<file path="src/rtl/sys_defs.sv">
// Shared core definitions: issue width, rollback bus width, the ID/EX packet
// with its NOP value, and the issue sequencer state encoding.
`ifndef SYS_DEFS_SV
`define SYS_DEFS_SV

`ifndef WAYS
`define WAYS 4
`endif

`ifndef ROLLBACK_WIDTH
`define ROLLBACK_WIDTH 2
`endif

package sys_defs;

  typedef struct packed {
    logic        valid;
    logic [31:0] pc;
    logic [31:0] inst;
  } ID_EX_PACKET;

  localparam ID_EX_PACKET ID_EX_NOP = '{valid: 1'b0, pc: 32'h0000_0000, inst: 32'h0000_0013};

  typedef enum logic {
    ISSUE_RUN    = 1'b0,
    ISSUE_REPLAY = 1'b1
  } ISSUE_SEQ_STATE;

endpackage

`endif

</file>
<file path="src/rtl/issue_sequencer_rollback_compactor.sv">
// Combinational split of a bundle under a rollback count: which ways issue,
// the held ways compacted to way 0, and whether any held way is valid.
module rollback_compactor
  import sys_defs::*;
(
  input  ID_EX_PACKET [`WAYS-1:0]  cur_packet,
  input  logic [`ROLLBACK_WIDTH:0] rollback,
  output logic [`WAYS-1:0]         issue_mask,
  output ID_EX_PACKET [`WAYS-1:0]  replay_packet,
  output logic                     held_any,
  output logic [`ROLLBACK_WIDTH:0] rollback_clamped
);

  localparam int W = `WAYS;
  localparam logic [`ROLLBACK_WIDTH:0] WAYS_RB = (`ROLLBACK_WIDTH+1)'(`WAYS);

  logic [`ROLLBACK_WIDTH:0] w_rb;
  logic [`ROLLBACK_WIDTH:0] w_n_issue;

  // Clamp rollback, then derive issue mask, compacted held ways and held_any.
  always_comb begin
    if (rollback > WAYS_RB) begin
      w_rb = WAYS_RB;
    end else begin
      w_rb = rollback;
    end
    w_n_issue = WAYS_RB - w_rb;
    held_any  = 1'b0;
    for (int i = 0; i < W; i++) begin
      issue_mask[i] = (i < int'(w_n_issue));
    end
    for (int k = 0; k < W; k++) begin
      held_any = held_any | (cur_packet[k].valid & ~issue_mask[k]);
    end
    // Held way k lands in slot k - n_issue; slots past the rollback count are NOP.
    for (int j = 0; j < W; j++) begin
      replay_packet[j] = ID_EX_NOP;
      for (int k = 0; k < W; k++) begin
        if ((j < int'(w_rb)) && (k == int'(w_n_issue) + j)) begin
          replay_packet[j] = cur_packet[k];
        end else begin
          replay_packet[j] = replay_packet[j];
        end
      end
    end
    rollback_clamped = w_rb;
  end

endmodule

</file>
<file path="src/rtl/issue_sequencer.sv">
// Issue sequencer: issues the leading ways of each bundle and replays rolled-back
// ways from a buffer. Optional counters are enabled by ISSUE_SEQ_STATS_EN.
module issue_sequencer
  import sys_defs::*;
(
  input  logic                     clock,
  input  logic                     reset,
  input  ID_EX_PACKET [`WAYS-1:0]  in_packet,
  output logic                     in_ready,
  output ID_EX_PACKET [`WAYS-1:0]  cur_packet,
  input  logic [`ROLLBACK_WIDTH:0] rollback,
  input  logic                     stall,
  input  logic                     flush,
  output ID_EX_PACKET [`WAYS-1:0]  issue_packet,
  output logic                     replay_active
`ifdef ISSUE_SEQ_STATS_EN
  ,
  output logic [31:0]              stat_replay_cycles,
  output logic [31:0]              stat_issued_insts,
  output logic [31:0]              stat_full_stall_cycles
`endif
);

  localparam int W = `WAYS;
  localparam logic [`ROLLBACK_WIDTH:0] RB_ZERO = {(`ROLLBACK_WIDTH+1){1'b0}};
  localparam logic [`ROLLBACK_WIDTH:0] WAYS_RB = (`ROLLBACK_WIDTH+1)'(`WAYS);

  ISSUE_SEQ_STATE           r_state, w_state_next;
  ID_EX_PACKET [W-1:0]      r_replay_buf, w_replay_buf_next;
  ID_EX_PACKET [W-1:0]      r_issue_packet, w_issue_next;
  ID_EX_PACKET [W-1:0]      w_replay_packet;
  logic [W-1:0]             w_issue_mask;
  logic                     w_held_any;
  logic [`ROLLBACK_WIDTH:0] w_rb;

  rollback_compactor u_compactor (
    .cur_packet       (cur_packet),
    .rollback         (rollback),
    .issue_mask       (w_issue_mask),
    .replay_packet    (w_replay_packet),
    .held_any         (w_held_any),
    .rollback_clamped (w_rb)
  );

  // Source selection and fetch handshake.
  always_comb begin
    case (r_state)
      ISSUE_RUN:    cur_packet = in_packet;
      ISSUE_REPLAY: cur_packet = r_replay_buf;
      default:      cur_packet = in_packet;
    endcase
    in_ready = ((r_state == ISSUE_RUN) && !stall && ((w_rb == RB_ZERO) || !w_held_any)) || flush;
  end

  // Next state, next replay buffer and next issue bundle; flush beats stall.
  always_comb begin
    w_state_next      = r_state;
    w_replay_buf_next = r_replay_buf;
    w_issue_next      = r_issue_packet;
    if (flush) begin
      w_state_next      = ISSUE_RUN;
      w_replay_buf_next = {W{ID_EX_NOP}};
      w_issue_next      = {W{ID_EX_NOP}};
    end else if (stall) begin
      w_state_next = r_state;
    end else begin
      for (int i = 0; i < W; i++) begin
        w_issue_next[i] = w_issue_mask[i] ? cur_packet[i] : ID_EX_NOP;
      end
      if (w_held_any) begin
        w_state_next      = ISSUE_REPLAY;
        w_replay_buf_next = w_replay_packet;
      end else begin
        w_state_next      = ISSUE_RUN;
        w_replay_buf_next = {W{ID_EX_NOP}};
      end
    end
  end

  // State, replay buffer and ID/EX registers.
  always_ff @(posedge clock) begin
    if (reset) begin
      r_state        <= ISSUE_RUN;
      r_replay_buf   <= {W{ID_EX_NOP}};
      r_issue_packet <= {W{ID_EX_NOP}};
    end else begin
      r_state        <= w_state_next;
      r_replay_buf   <= w_replay_buf_next;
      r_issue_packet <= w_issue_next;
    end
  end

  assign issue_packet  = r_issue_packet;
  assign replay_active = (r_state == ISSUE_REPLAY);

`ifdef ISSUE_SEQ_STATS_EN
  logic [31:0] r_stat_replay, r_stat_issued, r_stat_full;
  logic [31:0] w_issue_cnt;
  logic [32:0] w_issued_sum;

  // Valid ways leaving this cycle, and the saturating running total.
  always_comb begin
    w_issue_cnt = 32'd0;
    for (int i = 0; i < W; i++) begin
      if (w_issue_mask[i] && cur_packet[i].valid) begin
        w_issue_cnt = w_issue_cnt + 32'd1;
      end else begin
        w_issue_cnt = w_issue_cnt;
      end
    end
    w_issued_sum = {1'b0, r_stat_issued} + {1'b0, w_issue_cnt};
  end

  // Saturating counters; flush does not clear them.
  always_ff @(posedge clock) begin
    if (reset) begin
      r_stat_replay <= 32'd0;
      r_stat_issued <= 32'd0;
      r_stat_full   <= 32'd0;
    end else begin
      if ((r_state == ISSUE_REPLAY) && (r_stat_replay != 32'hFFFF_FFFF)) begin
        r_stat_replay <= r_stat_replay + 32'd1;
      end
      if (!stall && !flush) begin
        r_stat_issued <= w_issued_sum[32] ? 32'hFFFF_FFFF : w_issued_sum[31:0];
        if ((w_rb == WAYS_RB) && (r_stat_full != 32'hFFFF_FFFF)) begin
          r_stat_full <= r_stat_full + 32'd1;
        end
      end
    end
  end

  assign stat_replay_cycles     = r_stat_replay;
  assign stat_issued_insts      = r_stat_issued;
  assign stat_full_stall_cycles = r_stat_full;
`endif

endmodule
</file>
<file path="config.mk">
export PLATFORM = sky130hd
export DESIGN_NAME = issue_sequencer
export DESIGN_NICKNAME = d
export VERILOG_FILES = /design/src/rtl/sys_defs.sv /design/src/rtl/issue_sequencer_rollback_compactor.sv /design/src/rtl/issue_sequencer.sv
export SDC_FILE = /design/constraint.sdc
export NUM_CORES = 1
export LEC_CHECK = 0
export BUFFER_PORTS_ARGS = -buffer_cell sky130_fd_sc_hd__buf_2
export CORE_AREA = 2 2 303 305
export DETAILED_ROUTE_END_ITERATION = 7
export DIE_AREA = 0 0 305 307
export PLACE_DENSITY = 0.54
export SLEW_MARGIN = 20
export SYNTH_ARGS = -nofsm -noshare
export SYNTH_HDL_FRONTEND = slang
export SYNTH_SLANG_ARGS = --single-unit
export TNS_END_PERCENT = 20
</file>
<file path="constraint.sdc">
create_clock -name clock -period 3.6 [get_ports clock]
set_input_delay 0.9 -clock clock [delete_from_list [all_inputs] [get_ports clock]]
set_output_delay 0.9 -clock clock [all_outputs]
set_load 0.02 [all_outputs]
</file>
**Word-level counts from Yosys, hierarchy flattened**

Index checks and enable logic that the tools add are counted.

- Register bits: 521
- Output and inout port bits: 522

- Add/sub/neg operators: 4
- $lt $le $gt $ge: 9
- Equal/unequal tests: 12
- Mux-type cells: 24
- Bitwise logic cells: 12
- Reduce and logical (&&, ||, !) cells: 28

Operator list:

| cell | count |
|---|---|
| $mux 65 | 20 |
| $pmux 260 s2 | 1 |
| $mux 260 | 1 |
| $eq 3x32->1 const A | 6 |
| $logic_not 32->1 | 4 |
| $eq 2x32->1 const A | 3 |
| $logic_and 1x1->1 | 18 |
| $lt 1x3->1 const A | 4 |
| $lt 2x3->1 const A | 4 |
| $add 3x2->4 const B | 2 |
| $eq 3x3->1 const A | 2 |
| $not 1->1 | 5 |
| $add 3x1->4 const B | 1 |
| $and 1x1->1 | 4 |
| $eq 2x3->1 const A | 1 |
| $gt 3x3->1 const B | 1 |
| $logic_not 3->1 | 1 |
| $mux 3 | 1 |
| $or 1x1->1 | 3 |
| $sub 3x3->3 const A | 1 |
| $logic_not 1->1 | 2 |
| $logic_or 1x1->1 | 2 |
| $reduce_or 2->1 | 1 |
| $mux 1 | 1 |

**Depth between registers and ports, before layout**

- Word-level depth: 13
- Depth in mapped cells: 13

**Modules after synthesis**

A second synthesis with hierarchy kept.

- Cells, all modules: 3692
- Area, all modules: 31791.7 um^2

Modules (own cells, without submodules):

| module | times used | cells each | area an instance (um^2) | seq. area each (um^2) |
|---|---|---|---|---|
| issue_sequencer | 1 | 2065 | 22355.2 | 10430.0 |
| rollback_compactor | 1 | 1627 | 9436.6 | 0.0 |

**Least setup slack after synthesis**

OpenSTA, ideal clock, no wires.

- Path kind: input to output
- Start: input rollback[2]
- End: output in_ready
- Arrival time: 2.845 ns
- Data required time: 2.700 ns
- Path slack: -0.145 ns
- Stages: 9
- Path buffers: 2
- Cells stage by stage: buf_2 > nand2b_1 > ha_1 > ha_1 > clkbuf_1 > nand2b_1 > o221ai_1 > a211oi_1 > or2_2

- Longest elaborated chain between the ends: 13
- Elaborated cells on any way between the ends: 23

Ends and longest elaborated chain:

| what | RTL line | source |
|---|---|---|
| from (decl) | issue_sequencer.sv:11 | `` input logic [`ROLLBACK_WIDTH:0] rollback, `` |
| $gt 3x3->1 | issue_sequencer_rollback_compactor.sv:22 | `if (rollback > WAYS_RB) begin` |
| $mux 3 (*) | issue_sequencer_rollback_compactor.sv:22 |  |
| $sub 3x3->3 | issue_sequencer_rollback_compactor.sv:27 | `w_n_issue = WAYS_RB - w_rb;` |
| $lt 1x3->1 | issue_sequencer_rollback_compactor.sv:30 | `issue_mask[i] = (i < int'(w_n_issue));` |
| $not 1->1 | issue_sequencer_rollback_compactor.sv:33 | `held_any = held_any \| (cur_packet[k].valid & ~issue_mask[k]);` |
| $and 1x1->1 | issue_sequencer_rollback_compactor.sv:33 |  |
| $or 1x1->1 (3 in series) | issue_sequencer_rollback_compactor.sv:33 |  |
| $logic_not 1->1 | issue_sequencer.sv:52 | `in_ready = ((r_state == ISSUE_RUN) && !stall && ((w_rb == RB_ZERO) \|\| !w_held_any)) \|\| flush;` |
| $logic_or 1x1->1 (*) | issue_sequencer.sv:52 |  |
| $logic_and 1x1->1 (*) | issue_sequencer.sv:52 |  |
| $logic_or 1x1->1 (*) | issue_sequencer.sv:52 |  |
| to (decl) | issue_sequencer.sv:9 | `output logic in_ready,` |

Mark *: on every way between the ends. The rest lies on a longest branch, timed or not.

==> run summary <==
RR Endpoint = r_replay_buf[97]$_SDFFE_PP0N_
Clk pin slew, worst setup/hold paths = 0.05 ns
Clock Skews = 0.0257 ns
RSZ-0062 raised after global routing = true
Final hold viol count = 0
Mapped Area = 0.0263 sq mm
EDFF count, synth = 0
Clock sinks = 521
Core Region = 0.0907 sq mm
Flops & latches, synth = 521
Final Cycle Share = 99.5%
PwrDens = 484 mW/mm^2
Area of the multi-input gates = 0.0138 sq mm
CTS tree = built
Root Driver = clkbuf_16
Status = finished, final reports clean
Die height = 307 microns
DR vias = 29,500
Ports = 789
FP Rows = 111
Die width = 305 microns
P_leak = 14.6 nW
Wire length per cell = 26.9 microns
Total routing usage reported by global routing = 27.2%
Share of cells above drive strength 1 = 29.4%
Port buffer count = 788
Top cell type's share of synthesized area = 39.7%
Filler cells = 9,442
Sequential-to-total area share from yosys stat = 39.7%
Simple-gate portion of the synthesized area = 8.90%
Xor/xnor share of the synthesized area = 0%
CP max FO = 70
DP HPWL = 87,100 microns
# nets final = 4,035
Commonest non-fill, non-tap cells in the layout = buf_2, dfxtp_1, nor2_1
Mean post-synth cell area = 8.54 sq um
Drt drc = 0
Skew-Pair Late Insertion Delay = 0.63 ns
Fin area = 0.0350 sq mm
Non-Filler Instances = 5,020
Total CTS buffers = 67
Drt first pass iters = 6
Drt via density = 5.88
FF+latch area = 0.0104 sq mm
CTS max path bufs = 3
Max VDD drop = 324 uV
GRT overflow = 0
Die ar. = 0.0936 sq mm
Crit path required time = 2.70 ns
Placed inst area = 0.0325 sq mm
Crit. Startpoint = replay_active$_SDFFE_PP0N_
Synth Instances = 3,078
Worst-Margin Slew = 1.12 ns
Synth area leader = dfxtp_1
Synth Area in Compound Gates = 32.1%
Critical path arrival = 2.68 ns
Fin util = 38.5%
Placed Cells = 4,875
Initial antenna violation count = 32
Distinct cells, synth = 42
Reg-to-reg startpoint = replay_active$_SDFFE_PP0N_
Largest family of logic cells by synthesized area = compound AO/OA/AOI/OAI gates
Top post-synthesis cells by area = dfxtp_1, mux2i_1, a221oi_1
CP Class = flip-flop to output pin
# setup viols final = 0
Final wirelength = 135,000 microns
Final Critical Period = 3.58 ns
Syn nets = 3,353
RePlAce Congestion = 0.851
Flop2flop setup slack = 0.91 ns
HP Class = flip-flop to flip-flop
Worst R2R Path Depth = 11
Mux cell area share after synthesis = 9.93%
Worst slew margin = 25.6%
Most common cell after layout, fill and taps aside = buf_2
CP Launch Type = flip-flop
Largest net degree at the start of global routing = 174
CP endpoint = cur_packet[91]
MaxCap Viol Count = 0
Vias in the first global route = 28,100
Htree depth = 3
Final Max Slew Viols = 0
Top_reg_cell synth = dfxtp_1
DR iter-0 viols = 3,012
Async S/R FF share, synth = 0%
Area growth, synth to finish = 33.0%
First-pass GRT wire length = 193,000 microns
Starting density of the core = 29.0%
Synth Warn # = 0
Post-synthesis adder-cell area fraction = 0.381%
Nature of the critical path endpoint = output pin
Maximum clock rate = 279 MHz
Antenna-violating nets left = 0
Hold Slack = 0.453 ns
how the worst min path moves through the flow:
| stage | from | end | slack (ns) | cells past startpoint |
|---|---|---|---|---|
| after floorplan | r_replay_buf[100]$_SDFFE_PP0N_ | r_replay_buf[100]$_SDFFE_PP0N_ | 0.42 | 2 |
| after global placement | r_replay_buf[99]$_SDFFE_PP0N_ | r_replay_buf[99]$_SDFFE_PP0N_ | 0.43 | 2 |
| after detailed placement | r_replay_buf[79]$_SDFFE_PP0N_ | r_replay_buf[79]$_SDFFE_PP0N_ | 0.44 | 2 |
| after CTS | r_replay_buf[79]$_SDFFE_PP0N_ | r_replay_buf[79]$_SDFFE_PP0N_ | 0.46 | 2 |
| after global routing | r_replay_buf[84]$_SDFFE_PP0N_ | r_replay_buf[84]$_SDFFE_PP0N_ | 0.47 | 2 |
| final | r_replay_buf[124]$_SDFFE_PP0N_ | r_replay_buf[124]$_SDFFE_PP0N_ | 0.45 | 2 |
registers in the layout (all words and copies together), names as in the netlist:
signal / count
r_replay_buf: 260
issue_packet: 260
replay_active: 1
what timing repair did:
| item | in CTS | in global routing |
|---|---|---|
| setup endpoints to repair | 4 | 27 |
| gates resized for setup | 5 | 18 |
| setup buffers | 0 | 2 |
| pin swaps | 0 | 3 |
| hold buffers | 0 | 0 |
synth_stat cells, drive strengths merged, types with 3 or more instances:
cell,number
a211oi,66
a21oi,197
a221oi,193
a22o,63
a22oi,188
a31oi,70
a32o,123
buf,58
clkbuf,285
dfxtp,521
ha,8
inv,264
mux2,4
mux2i,256
nand2,75
nand2b,3
nand3,5
nor2,332
nor2b,5
nor3,131
o211ai,3
o21ai,70
o221ai,131
o22a,3
o22ai,6
or2,4
cell families after synthesis:
family / count (synthesis)
muxes: 260
adders and majority gates: 8
buffers and inverters: 607
DFF: 521
and+or+nand+nor: 563
AOI/OAI and AO/OA: 1119
cell type report:
type,instances,share of cell area [%]
timing repair buffer,956,16.9
clock inverter,18,0.594
tap,1186,4.25
inverter,264,2.83
sequential,521,29.8
antenna,24,0.172
clock buffer,101,5.98
multi-input combinational,1950,39.5
power by group:
part	switching [mW]	internal, mW	total [mW]	leakage, nW
Sequential	0.0895	5.93	6.02	4.22
Clock	2.81	4.29	7.10	1.14
Combinational	2.55	1.25	3.81	9.21
worst max-delay path, cell delays in order, from the launching register on:
cell     delay [ns]
dfxtp_4        0.46
buf_12         0.25
buf_16         0.40
mux2i_1        0.39
inv_1          0.19
buf_2          0.20
routing by layer:
metal	global-route usage [%]	share of wire (%)
met4	10.1	2.8
met2	44.2	47
met5	0	0.094
met3	6.71	9.3
met1	34.8	41
per-stage QoR:
step	power [mW]	setup slack, ns	TNS, ns
6_report	16.9	0.0192	0
5_1_grt	17.5	-0.0264	-0.136
4_1_cts	17.0	-0.0799	-0.0799
3_5_place_dp	9.86	-0.162	-0.162
3_3_place_gp	9.86	-0.230	-0.230
2_1_floorplan	8.27	0.0113	0
(Power assumes the default switching activity.)
